===== config.mk =====
export PLATFORM = sky130hd
export DESIGN_NAME = loc_link_tx
export DESIGN_NICKNAME = d
export VERILOG_FILES = /design/src/rtl/loc_link_pkg.sv /design/src/rtl/link_sync.sv /design/src/rtl/loc_link_tx.sv
export SDC_FILE = /design/constraint.sdc
export NUM_CORES = 1
export LEC_CHECK = 0
export ABC_AREA = 1
export CAP_MARGIN = 20
export CORE_ASPECT_RATIO = 1.25
export CORE_MARGIN = 5
export CORE_UTILIZATION = 45
export DETAILED_ROUTE_END_ITERATION = 8
export PLACE_DENSITY_LB_ADDON = 0.08
export SYNTH_ARGS = -nofsm -noshare
export SYNTH_HDL_FRONTEND = slang
export SYNTH_SLANG_ARGS = --single-unit

===== constraint.sdc =====
create_clock -name clk -period 1.7 [get_ports clk]
set_input_delay 0.425 -clock clk [delete_from_list [all_inputs] [get_ports clk]]
set_output_delay 0.425 -clock clk [all_outputs]
set_load 0.03 [all_outputs]

===== src/rtl/loc_link_pkg.sv =====
// Shared definitions for the camera_loc board-to-board link: field widths,
// word tags, FSM states, and the word/checksum builders shared with the receiver.
package loc_link_pkg;

  localparam int ANGLE_W   = 9;
  localparam int COORD_W   = 7;
  localparam int LOC_W     = 30;
  localparam int WORD_W    = 11;
  localparam int NUM_WORDS = 4;
  localparam int IDX_W     = $clog2(NUM_WORDS);

  localparam logic [IDX_W-1:0]  LAST_IDX  = IDX_W'(NUM_WORDS - 1);
  localparam logic [1:0]        TAG_START = 2'b11;
  localparam logic [1:0]        TAG_MID   = 2'b01;
  localparam logic [1:0]        TAG_END   = 2'b10;
  localparam logic [WORD_W-1:0] IDLE_WORD = '0;

  typedef enum logic {IDLE, SEND} state_t;

  // Two parity bits carried in the end word: bit0 covers angle/x, bit1 covers y/z.
  function automatic logic [1:0] chk(input logic [ANGLE_W-1:0] angle,
                                     input logic [COORD_W-1:0] x,
                                     input logic [COORD_W-1:0] y,
                                     input logic [COORD_W-1:0] z);
    return {(^y) ^ (^z), (^angle) ^ (^x)};
  endfunction

  // Word idx of the frame carrying loc.
  function automatic logic [WORD_W-1:0] make_word(input logic [LOC_W-1:0] loc,
                                                  input logic [IDX_W-1:0] idx);
    logic [ANGLE_W-1:0] a;
    logic [COORD_W-1:0] x, y, z;
    a = loc[LOC_W-1 -: ANGLE_W];
    x = loc[3*COORD_W-1 -: COORD_W];
    y = loc[2*COORD_W-1 -: COORD_W];
    z = loc[COORD_W-1:0];
    case (idx)
      2'd0:    return {TAG_START, a};
      2'd1:    return {TAG_MID, 2'b00, x};
      2'd2:    return {TAG_MID, 2'b00, y};
      default: return {TAG_END, chk(a, x, y, z), z};
    endcase
  endfunction

endpackage


===== src/rtl/link_sync.sv =====
// N-stage synchroniser for one asynchronous handshake line. EDGE selects
// whether q is the synchronised level or a registered one-cycle rising-edge pulse.
module link_sync #(
  parameter int N    = 2,
  parameter bit EDGE = 1'b0
) (
  input  logic clk,
  input  logic rst_n,
  input  logic d,
  output logic q
);

  logic [N-1:0] sync_q;

  // Shift the async input through the metastability chain.
  always_ff @(posedge clk or negedge rst_n) begin
    if (!rst_n) sync_q <= '0;
    else        sync_q <= {sync_q[N-2:0], d};
  end

  generate
    if (EDGE) begin : g_edge
      logic prev_q, rise_q;
      // Registered rising-edge detect on the synchronised level.
      always_ff @(posedge clk or negedge rst_n) begin
        if (!rst_n) begin
          prev_q <= 1'b0;
          rise_q <= 1'b0;
        end else begin
          prev_q <= sync_q[N-1];
          rise_q <= sync_q[N-1] & ~prev_q;
        end
      end
      assign q = rise_q;
    end else begin : g_level
      assign q = sync_q[N-1];
    end
  endgenerate

endmodule


===== src/rtl/loc_link_tx.sv =====
// Tracking-board side of the PMOD link: latest-wins capture of camera_loc,
// then a 4-word framed burst paced by the receiver's ack clock and gated by
// its lock. The receiver must run link_clk_in no faster than one period per
// 2*(SYNC_STAGES+2) clk cycles so each word is stable when it samples.
module loc_link_tx
  import loc_link_pkg::*;
#(
  parameter int SYNC_STAGES = 2,
  parameter int ABORT_W     = 8
) (
  input  logic               clk,
  input  logic               rst_n,
  input  logic               valid_in,
  input  logic [LOC_W-1:0]   camera_loc,
  input  logic               link_lock_in,
  input  logic               link_clk_in,
  output logic [WORD_W-1:0]  link_data_out,
  output logic               busy_out,
  output logic               frame_done_out,
  output logic [ABORT_W-1:0] abort_count_out
);

  logic               ack, lock;
  state_t             state_q, state_d;
  logic [IDX_W-1:0]   idx_q, idx_d;
  logic [LOC_W-1:0]   pend_q, frame_q;
  logic               pend_vld_q;
  logic               load, done_d, abort;
  logic               done_q;
  logic [ABORT_W-1:0] abort_cnt_q;

  link_sync #(.N(SYNC_STAGES), .EDGE(1'b1)) u_ack_sync (
    .clk(clk), .rst_n(rst_n), .d(link_clk_in), .q(ack)
  );

  link_sync #(.N(SYNC_STAGES), .EDGE(1'b0)) u_lock_sync (
    .clk(clk), .rst_n(rst_n), .d(link_lock_in), .q(lock)
  );

  // One-entry pending slot: new data always wins; consumption only clears the
  // flag when no new sample arrives in the same cycle.
  always_ff @(posedge clk or negedge rst_n) begin
    if (!rst_n) begin
      pend_q     <= '0;
      pend_vld_q <= 1'b0;
    end else if (valid_in) begin
      pend_q     <= camera_loc;
      pend_vld_q <= 1'b1;
    end else if (load) begin
      pend_vld_q <= 1'b0;
    end
  end

  // Frame snapshot is taken from the old pending value when a frame starts.
  always_ff @(posedge clk or negedge rst_n) begin
    if (!rst_n)    frame_q <= '0;
    else if (load) frame_q <= pend_q;
  end

  // Next state: lock loss beats ack, ack in IDLE is ignored.
  always_comb begin
    state_d = state_q;
    idx_d   = idx_q;
    load    = 1'b0;
    done_d  = 1'b0;
    abort   = 1'b0;
    case (state_q)
      IDLE: begin
        if (lock && pend_vld_q) begin
          load    = 1'b1;
          idx_d   = '0;
          state_d = SEND;
        end
      end
      SEND: begin
        if (!lock) begin
          abort   = 1'b1;
          state_d = IDLE;
        end else if (ack) begin
          if (idx_q == LAST_IDX) begin
            done_d  = 1'b1;
            state_d = IDLE;
          end else begin
            idx_d = IDX_W'(idx_q + 1'b1);
          end
        end
      end
      default: state_d = IDLE;
    endcase
  end

  // State, word index and the frame-done pulse.
  always_ff @(posedge clk or negedge rst_n) begin
    if (!rst_n) begin
      state_q <= IDLE;
      idx_q   <= '0;
      done_q  <= 1'b0;
    end else begin
      state_q <= state_d;
      idx_q   <= idx_d;
      done_q  <= done_d;
    end
  end

  // Saturating count of frames dropped by lock loss.
  always_ff @(posedge clk or negedge rst_n) begin
    if (!rst_n)                            abort_cnt_q <= '0;
    else if (abort && (abort_cnt_q != '1)) abort_cnt_q <= ABORT_W'(abort_cnt_q + 1'b1);
  end

  assign link_data_out   = (state_q == SEND) ? make_word(frame_q, idx_q) : IDLE_WORD;
  assign busy_out        = (state_q == SEND);
  assign frame_done_out  = done_q;
  assign abort_count_out = abort_cnt_q;

endmodule


==> flow_summary.json <==
{
  "status": "finished, violations left",
  "violations": "negative setup slack",
  "holdWs_ps": 44.3,
  "critPathMaxStageDelay_ps": 420,
  "total_power_uw": 6790,
  "ant_nets": 0,
  "nets": 571,
  "drtIter0Drc": 132,
  "grt_pass1_vias": 3117,
  "drive_gt1_share_pct": 33.1,
  "syn_avg_cell_area_um2": 8.85,
  "fin_crit_ps": 2190,
  "place.gp.congestion": 0.791,
  "drc_errors": 0,
  "synth.lib_cells_used.distinct": 27,
  "wl_per_cell_um": 14.3,
  "grt_use_met1_pct": 22.1,
  "start_kind": "flip-flop",
  "max_cap_violations": 0,
  "worstMarginPinSlew_ps": 454,
  "use_met3_pct": 4.42,
  "grt_antenna_before_repair": 0,
  "portBuffers": 55,
  "core_area_um2": 8190,
  "period_share_pct": 129,
  "stdcell_area_um2": 5450,
  "overflow": 0,
  "end_kind": "output port",
  "grt_pass1_wl_um": 14400,
  "maxSlewHeadroom_pct": 69.7,
  "r2r_start": "abort_count_out[1]",
  "timing.final.hold_violations": 0,
  "cp_slowest_cell": "dfrtp_1",
  "nFillCells": 653,
  "endpoint": "link_data_out[7]",
  "skew_ps": 7.71,
  "ys_seq_area_share_pct": 52.7,
  "setup_violations": 11,
  "root_buffer": "clkbuf_8",
  "rows": 37,
  "vias": 3153,
  "dr.pass1.iters": 4,
  "cp.required_ps": 1270,
  "powerDensity_nw_per_um2": 1240,
  "cp_max_fo": 4,
  "leakage_uw": 0.00259,
  "grt_max_degree": 80,
  "netlist_instances": 424,
  "viasPerCell": 5.00,
  "wirelength_um": 9000,
  "cts.sinks": 79,
  "clock.fmax_mhz": 456,
  "cp_num_buf_inv": 3,
  "busiest_layer": "met2",
  "cts_tree": "done",
  "cp_cell_sequence": "inv_2 > nand2_1 > nand3_2 > nand2_2 > nand2_2 > nand2_1 > nand2_1 > nand2_1 > nand2_2 > nand3_2 > nand2_2 > inv_2 > buf_6",
  "r2r_slack_ps": 130,
  "clock_latency_ps": 360,
  "criticalPathCategory": "flip-flop to output port",
  "peakVddDrop_mv": 0.637,
  "track_usage_pct": 18.0,
  "syn-num-nets": 465,
  "dp_hpwl_um": 6020,
  "slew_viol_final": 0,
  "fin_ws_ps": -494,
  "rsz0062_at_grt": "yes",
  "hold_class": "input port to async pin",
  "cp.depth": 13,
  "die_y_um": 112,
  "die_w_um": 91.7,
  "cts_buffer_depth": 2,
  "grt_use_met2_pct": 29.5,
  "die-area_um2": 10300,
  "critical_path.top_delay_family": "simple AND/OR/NAND/NOR gates",
  "cts.clk_slew.worst_paths_ps": 80,
  "syn_area_um2": 3750,
  "placed_area_um2": 4750,
  "worstRegToRegCells": 6,
  "area_growth_pct": 45.3,
  "ys_seq_elements": 79,
  "initial_core_util_pct": 45.8,
  "antenna_cells": 0,
  "htree_levels": 3,
  "cts-buffers-inserted": 9,
  "ios": 56,
  "critPathArrivalTime_ps": 1770,
  "ctsHoldBuffers": 0,
  "ys_warn_count": 0,
  "crit_path_start": "frame_q[21]",
  "r2r-end": "abort_count_out[7]"
}
==> cell usage in the layout, fill, tap and decap left out, drive strengths merged <==
cell type,n
a21oi,9
nand2,135
nor2,11
bufinv,2
a31oi,8
clkdlybuf4s50,33
o21ai,54
clkdlybuf4s15,1
clkbuf,13
a211oi,1
xnor2,9
o21bai,1
nand4,2
mux2,18
dfrtp,79
dlygate4sd2,9
ha,6
xor2,11
clkinv,1
inv,49
nor3,3
buf,64
nand3,15
==> Yosys cell counts, drive strengths merged <==
cell type | count | area share [%]
a211oi | 1 | 0.33
a21oi | 9 | 1.2
a31oi | 8 | 1.3
buf | 7 | 0.90
clkbuf | 6 | 0.60
dfrtp | 79 | 53
ha | 6 | 2.0
inv | 49 | 4.9
mux2 | 18 | 5.4
nand2 | 135 | 14
nand3 | 15 | 2.1
nand4 | 2 | 0.33
nor2 | 11 | 1.5
nor3 | 3 | 0.83
o21ai | 54 | 7.2
o21bai | 1 | 0.20
xnor2 | 9 | 2.1
xor2 | 11 | 2.6
==> stage by stage <==
step,utilization [%],setup TNS [ps],std cells,setup slack [ps]
floorplan,-,0,424,8.48
global placement,58.0,-368,597,-58.8
detailed placement,58.0,-613,597,-88.5
CTS,64.6,-3910,626,-427
global route,66.6,-4890,631,-617
finish,66.6,-4060,631,-494
==> timing repair <==
| item | CTS | global route |
|---|---|---|
| cloned | 1 | 1 |
| endpoints found under the hold margin | 0 | 0 |
| buffers inserted | 13 | 4 |
| setup endpoints to repair | 21 | 14 |
| pin swaps | 19 | 18 |
| gates resized for setup | 74 | 33 |
==> power by group <==
group / internal [uW] / leakage [uW] / switching (uW)
Sequential: 2180 / 0.000958 / 311
Clock: 937 / 0.000118 / 678
Combinational: 1240 / 0.00152 / 1430
Total: 4360 / 0.00259 / 2420
==> kinds of logic after synthesis <==
kind of cell             share of synthesized area [%]
buffers and inverters                             6.40
flip-flops                                        52.7
AO/OA/AOI/OAI                                     10.3
AND/OR/NAND/NOR                                   18.6
XOR/XNOR                                          4.67
adder cells (fa/ha/maj)                           2.00
multiplexers                                      5.40
==> flip-flops by register name (all words and copies together) (netlist names) <==
signal / count
frame_q: 30
idx_q: 2
pend_vld_q: 1
busy_out: 1
u_ack_sync.sync_q: 2
abort_count_out: 8
u_ack_sync.g_edge.prev_q: 1
pend_q: 30
u_ack_sync.q: 1
frame_done_out: 1
u_lock_sync.sync_q: 2
==> worst min-delay path by stage <==
stage | cells after the start | startpoint | slack [ps] | to
floorplan | 0 | rst_n | 130 | abort_count_out[0]
global placement | 0 | u_lock_sync.sync_q[0] | 340 | u_lock_sync.sync_q[1]
detailed placement | 0 | u_lock_sync.sync_q[0] | 340 | u_lock_sync.sync_q[1]
CTS | 2 | rst_n | 90 | u_ack_sync.g_edge.prev_q
global route | 2 | rst_n | 110 | u_ack_sync.g_edge.prev_q
finish | 2 | rst_n | 40 | u_ack_sync.sync_q[1]
==> final cells by class <==
cell class | instances | area (um2) | area share, %
sequential | 79 | 1990 | 36.4
clock inverter | 3 | 65.1 | 1.19
clock buffer | 12 | 165 | 3.03
tap | 97 | 121 | 2.23
multi-input combinational | 283 | 1880 | 34.5
timing repair buffer | 108 | 1050 | 19.2
inverter | 49 | 189 | 3.46
==> layer usage <==
layer,wire [um],part of all wire (%)
met5,0,0
met4,207,2.3
met3,354,3.9
met2,4610,51
met1,3820,42
Power figures use the tool's default switching activity.
